**config.mk**
```make
export PLATFORM = sky130hd
export DESIGN_NAME = overflow_monitor
export DESIGN_NICKNAME = d
export VERILOG_FILES = /design/src/rtl/overflow_pkg.sv /design/src/rtl/overflow_delay_line.sv /design/src/rtl/overflow_monitor.sv
export SDC_FILE = /design/constraint.sdc
export NUM_CORES = 1
export LEC_CHECK = 0
export CAP_MARGIN = 20
export CORE_ASPECT_RATIO = 0.9
export CORE_MARGIN = 2
export CORE_UTILIZATION = 64
export CTS_BUF_LIST = sky130_fd_sc_hd__clkbuf_2 sky130_fd_sc_hd__clkbuf_4 sky130_fd_sc_hd__clkbuf_8
export CTS_CLUSTER_DIAMETER = 150
export DETAILED_ROUTE_END_ITERATION = 10
export DONT_BUFFER_PORTS = 1
export PLACE_DENSITY = 0.77
export SYNTH_ARGS = -nofsm -noshare
export SYNTH_HDL_FRONTEND = slang
export SYNTH_SLANG_ARGS = --single-unit
```
**constraint.sdc**
```tcl
create_clock -name clock -period 2.4 [get_ports clock]
set_input_delay 0.48 -clock clock [delete_from_list [all_inputs] [get_ports clock]]
set_output_delay 0.48 -clock clock [all_outputs]
set_load 0.03 [all_outputs]
```
**src/rtl/overflow_pkg.sv**
```systemverilog
// Shared definitions for the overflow monitor.
//   MODE_AND / MODE_OR : encodings of the combine-mode select input.
//   MAX_CH             : largest supported channel count.
//   MAX_ADD_DELAY      : largest supported adder-flag alignment delay.
package overflow_pkg;

  localparam logic MODE_AND      = 1'b0;
  localparam logic MODE_OR       = 1'b1;
  localparam int   MAX_CH        = 32;
  localparam int   MAX_ADD_DELAY = 7;

endpackage : overflow_pkg

```
**src/rtl/overflow_delay_line.sv**
```systemverilog
// Fixed-depth flag delay line used to align adder overflow flags with the
// multiplier overflow flags.
// Parameters:
//   WIDTH : bits per stage
//   DEPTH : number of register stages; 0 makes the block a plain wire
// Ports:
//   clock : rising-edge clock
//   reset : synchronous active-high reset, clears every stage
//   d     : flags entering the line
//   q     : flags delayed by DEPTH cycles
module overflow_delay_line
  import overflow_pkg::*;
#(
  parameter int WIDTH = 4,
  parameter int DEPTH = 1
) (
  input  logic             clock,
  input  logic             reset,
  input  logic [WIDTH-1:0] d,
  output logic [WIDTH-1:0] q
);

  if (DEPTH == 0) begin : g_wire
    assign q = d;
  end else begin : g_regs
    logic [WIDTH-1:0] stage_q [DEPTH];

    // Stage 0 captures d; each later stage takes the one before it.
    always_ff @(posedge clock) begin
      if (reset) begin
        for (int i = 0; i < DEPTH; i++) begin
          stage_q[i] <= '0;
        end
      end else begin
        stage_q[0] <= d;
        for (int i = 1; i < DEPTH; i++) begin
          stage_q[i] <= stage_q[i-1];
        end
      end
    end

    assign q = stage_q[DEPTH-1];
  end

endmodule : overflow_delay_line

```
**src/rtl/overflow_monitor.sv**
```systemverilog
// Per-channel overflow monitor for the convolution datapath.
// Adder overflow flags are delayed by ADD_DELAY cycles, combined with the
// multiplier overflow flags under AND/OR mode, and recorded as registered
// per-cycle flags, sticky flags, a saturating event counter and an irq pulse.
// Parameters:
//   NUM_CH    : channels monitored (1..32)
//   ADD_DELAY : alignment stages on ovf_add (0..7)
//   CNT_W     : event counter width (2..32)
// Ports:
//   clock     : rising-edge clock
//   reset     : synchronous active-high reset
//   valid_in  : qualifies ovf_mul for the current cycle
//   ovf_add   : raw adder overflow per channel
//   ovf_mul   : multiplier overflow per channel
//   mode      : 0 = AND combine, 1 = OR combine
//   clear     : clears sticky flags and counter
//   ovf_out   : registered combined overflow per channel
//   sticky    : per-channel sticky flags
//   any_ovf   : OR of ovf_out, registered with it
//   ovf_count : saturating count of cycles with any combined overflow
//   irq       : one-cycle pulse when sticky goes from all-zero to non-zero
module overflow_monitor
  import overflow_pkg::*;
#(
  parameter int NUM_CH    = 4,
  parameter int ADD_DELAY = 1,
  parameter int CNT_W     = 16
) (
  input  logic              clock,
  input  logic              reset,
  input  logic              valid_in,
  input  logic [NUM_CH-1:0] ovf_add,
  input  logic [NUM_CH-1:0] ovf_mul,
  input  logic              mode,
  input  logic              clear,
  output logic [NUM_CH-1:0] ovf_out,
  output logic [NUM_CH-1:0] sticky,
  output logic              any_ovf,
  output logic [CNT_W-1:0]  ovf_count,
  output logic              irq
);

  logic [NUM_CH-1:0] add_d;
  logic [NUM_CH-1:0] comb;
  logic              comb_any;

  logic [NUM_CH-1:0] ovf_q,    ovf_d;
  logic [NUM_CH-1:0] sticky_q, sticky_d;
  logic              any_q,    any_d;
  logic [CNT_W-1:0]  cnt_q,    cnt_d;
  logic              irq_q,    irq_d;
  logic [CNT_W-1:0]  cnt_base;

  overflow_delay_line #(
    .WIDTH (NUM_CH),
    .DEPTH (ADD_DELAY)
  ) u_add_dly (
    .clock (clock),
    .reset (reset),
    .d     (ovf_add),
    .q     (add_d)
  );

  always_comb begin
    comb     = '0;
    comb_any = 1'b0;
    if (valid_in) begin
      comb = (mode == MODE_OR) ? (add_d | ovf_mul) : (add_d & ovf_mul);
    end
    comb_any = |comb;
  end

  // Clear and a new event in the same cycle: the event survives, so the
  // clear is applied to the old state before the new bits are merged in.
  always_comb begin
    ovf_d    = comb;
    any_d    = comb_any;
    sticky_d = (clear ? '0 : sticky_q) | comb;
    cnt_base = clear ? '0 : cnt_q;
    cnt_d    = cnt_base;
    if (comb_any && (cnt_base != '1)) begin
      cnt_d = cnt_base + CNT_W'(1);
    end
    // A clear re-arms the interrupt even if sticky was non-zero before it.
    irq_d    = (|sticky_d) & ((~|sticky_q) | clear);
  end

  always_ff @(posedge clock) begin
    if (reset) begin
      ovf_q    <= '0;
      any_q    <= 1'b0;
      sticky_q <= '0;
      cnt_q    <= '0;
      irq_q    <= 1'b0;
    end else begin
      ovf_q    <= ovf_d;
      any_q    <= any_d;
      sticky_q <= sticky_d;
      cnt_q    <= cnt_d;
      irq_q    <= irq_d;
    end
  end

  assign ovf_out   = ovf_q;
  assign any_ovf   = any_q;
  assign sticky    = sticky_q;
  assign ovf_count = cnt_q;
  assign irq       = irq_q;

endmodule : overflow_monitor

```
==> out/summary.txt <==
Initial Util: 65.9%
synthesis warning total: 0
multiplexer share of the synthesized area: 0.709%
Total GRT Usage: 26.2%
clk slew on worst S/H paths: 90 ps
total detailed-routing wirelength: 2920 um
worst path arrival time: 2330 ps
DR pass1 iterations: 4
Reg area: 601 um^2
Max IR drop VDD: 0.567 mV
GR Overflow Total: 0
max-slew violation count: 0
Slew HR: 64.2%
Worst Max-Slew Pin Slew: 537 ps
dpl ws: 294 ps
ant diodes: 0
HPWL Detailed: 2100 um
Tmin final: 2090 ps
share of post-route cells with drive strength above 1: 17.7%
Mapped Area: 1410 um^2
share of the synthesized area in the top cell type: 42.5%
final hold slack: 203 ps
antenna viol nets, final: 0
wire per inst: 15.3 um
postcts setup bufs: 0
largest net degree at the start of global routing: 27
combinational cell fraction of total power: 6.2%
# Max-Cap Violations: 0
outcome: finished, final reports clean
initial antenna violation count: 0
setup ws final: 306 ps
worst min path class: input port to register
CTS buffer count: 5
Synth Area per Inst: 9.29 um^2
internal power: 0.000756 W
Via Count: 1162
PortBufs: 0
Crit Path Max Fanout: 9
skew final: 3.76 ps
number of library cell types mapped by synthesis: 42
clock tree buffer depth: 2
RD Place Congestion: 0.878
die width: 53.5 um
NetSw: 0.000238 W
worst endpoint required time: 2630 ps
fin nets: 177
# rows: 16
cts-stage hold buffer count: 0
die area: 2600 um^2
clk_lat worst skew: 330 ps
CTS sink cnt: 30
CP Launch Type: register
H-tree Lvls: 2
crit path kind: register to register
Seq/Total Area, Yosys: 42.5%
post-route setup TNS: 0 ps
Synthesized Nets: 166
cell taking the most area after synthesis: dfxtp_1
Synth area leaders: dfxtp_1 43%, nand2b_1 4.4%, nor2_1 4.3%, nor2b_1 4.0%, o211ai_1 3.7%
switching share of power: 24.0%
Placed Area: 1490 um^2
Synth Area in Adders: 3.72%
PostCTS Resize Cnt: 0
Critical Path Sink Type: register
clk root buf: clkbuf_4
power density cells: 633 nW/um^2
CTS tree: yes
Flop pwr share: 54.3%
vias per inst: 6.08
Post-Synth Simple-Gate Area: 30.6%
Compound-Gate Fraction of Synth Area: 14.1%
fillers: 173
Layout area overhead: 11.2%
post-route cell area: 1570 um^2
Synth Area in XOR/XNOR: 5.58%
core area: 2140 um^2
Final Hold Violating Endpoints: 0
area of the multi-input gates: 773 um^2
initial DRC count: 16
die height: 48.6 um
setup violators final: 0
#FFs+latches synth: 30
Clock power frac: 39.5%
Leak: 0.589 nW
residual DRC count: 0
first-pass GRT wire length: 4970 um
Synth Instances: 152
Max Fclk: 0.478 GHz
# IOs: 39
number of global-route vias before repair: 1115
largest family of logic cells by synthesized area: simple AND/OR/NAND/NOR gates
Pwr Total: 0.000995 W
RSZ-0062 raised after global routing: false
Final period util: 87.2%
## flip-flops by register name (all words and copies together), names as in the netlist
register                  flops
irq                           1
u_add_dly.g_regs.stage_q      4
any_ovf                       1
ovf_out                       4
ovf_count                    16
sticky                        4
## path summary, 6_finish.rpt
| path | start | end | slack [ps] | cells after the start |
|---|---|---|---|---|
| worst min-delay path | reset | u_add_dly.g_regs.stage_q[0][3] | 200 | 1 |
| worst min register to register | sticky[1] | sticky[1] | 640 | 2 |
| worst max register to register | ovf_count[10] | ovf_count[1] | 310 | 5 |
| worst max-delay path | ovf_count[10] | ovf_count[1] | 310 | 5 |
## power groups by stage
stage          Sequential [W]  Combinational, W  Clock [W]
5_1_grt              0.000543         0.0000677   0.000429
2_1_floorplan        0.000555         0.0000524          0
3_3_place_gp         0.000552         0.0000594          0
3_5_place_dp         0.000552         0.0000608          0
6_report             0.000541         0.0000613   0.000393
4_1_cts              0.000541         0.0000613   0.000402
## cells in the final DEF (no fill, tap or decap), types with 6 or more instances in the layout
cell,n
dfxtp_1,30
nor2b_1,9
buf_4,11
a21oi_1,6
nand2b_1,10
o211ai_1,7
xnor2_1,6
nor2_1,16
nand2_1,11
## layer usage
| layer | up-vias | GRT usage [%] | part of all wire, % |
|---|---|---|---|
| met5 | - | 0 | 0 |
| met4 | 0 | 10.3 | 1.7 |
| met1 | 533 | 30.7 | 42 |
| met2 | 59 | 39.7 | 47 |
| met3 | 8 | 13.9 | 9.3 |
| li1 | 562 | - | - |
## worst max-delay path: stages (launching register included)
cell and delay [ps]:
dfxtp_1 590, nand3_2 180, or4_4 660, o21ai_4 290, mux2i_1 220, nor2_1 50
## metrics by stage
stage / util [%] / cells
finish: 73.4 / 191
global route: 73.4 / 191
CTS: 73.4 / 191
detailed placement: 69.7 / 183
global placement: 69.7 / 183
floorplan: - / 152
## synth_stat cells, drive strengths merged
master and n:
dfxtp 30, nor2 16, nand2 11, nand2b 10
nor2b 9, nand3 7, o211ai 7, a21oi 6
xnor2 6, or4 5, and3 4, clkbuf 4
maj3 4, buf 3, nand4 3, o21ai 3
xor2 3, a221oi 2, and4b 2, o2111ai 2
o41ai 2, or3 2, and2 1, and2b 1
ha 1, inv 1, mux2i 1, nor3 1
nor4 1, o21a 1, o22ai 1, or2 1
or2b 1
## kinds of logic (layout without fill, tap and decap cells)
logic type,count (synthesis),after routing
flip-flops,30,30
multiplexers,1,1
AO/OA/AOI/OAI,24,24
AND/OR/NAND/NOR,75,75
XOR/XNOR,9,9
adder cells (fa/ha/maj),5,5
buffers and inverters,8,20
## final cells by class
class	count	share of cell area (%)
Multi-Input combinational cell	114	49.2
Sequential cell	30	38.2
Timing Repair Buffer	11	5.25
Clock inverter	3	2.55
Clock buffer	5	2.39
Tap cell	27	2.15
Inverter	1	0.239
(Power assumes the default switching activity.)
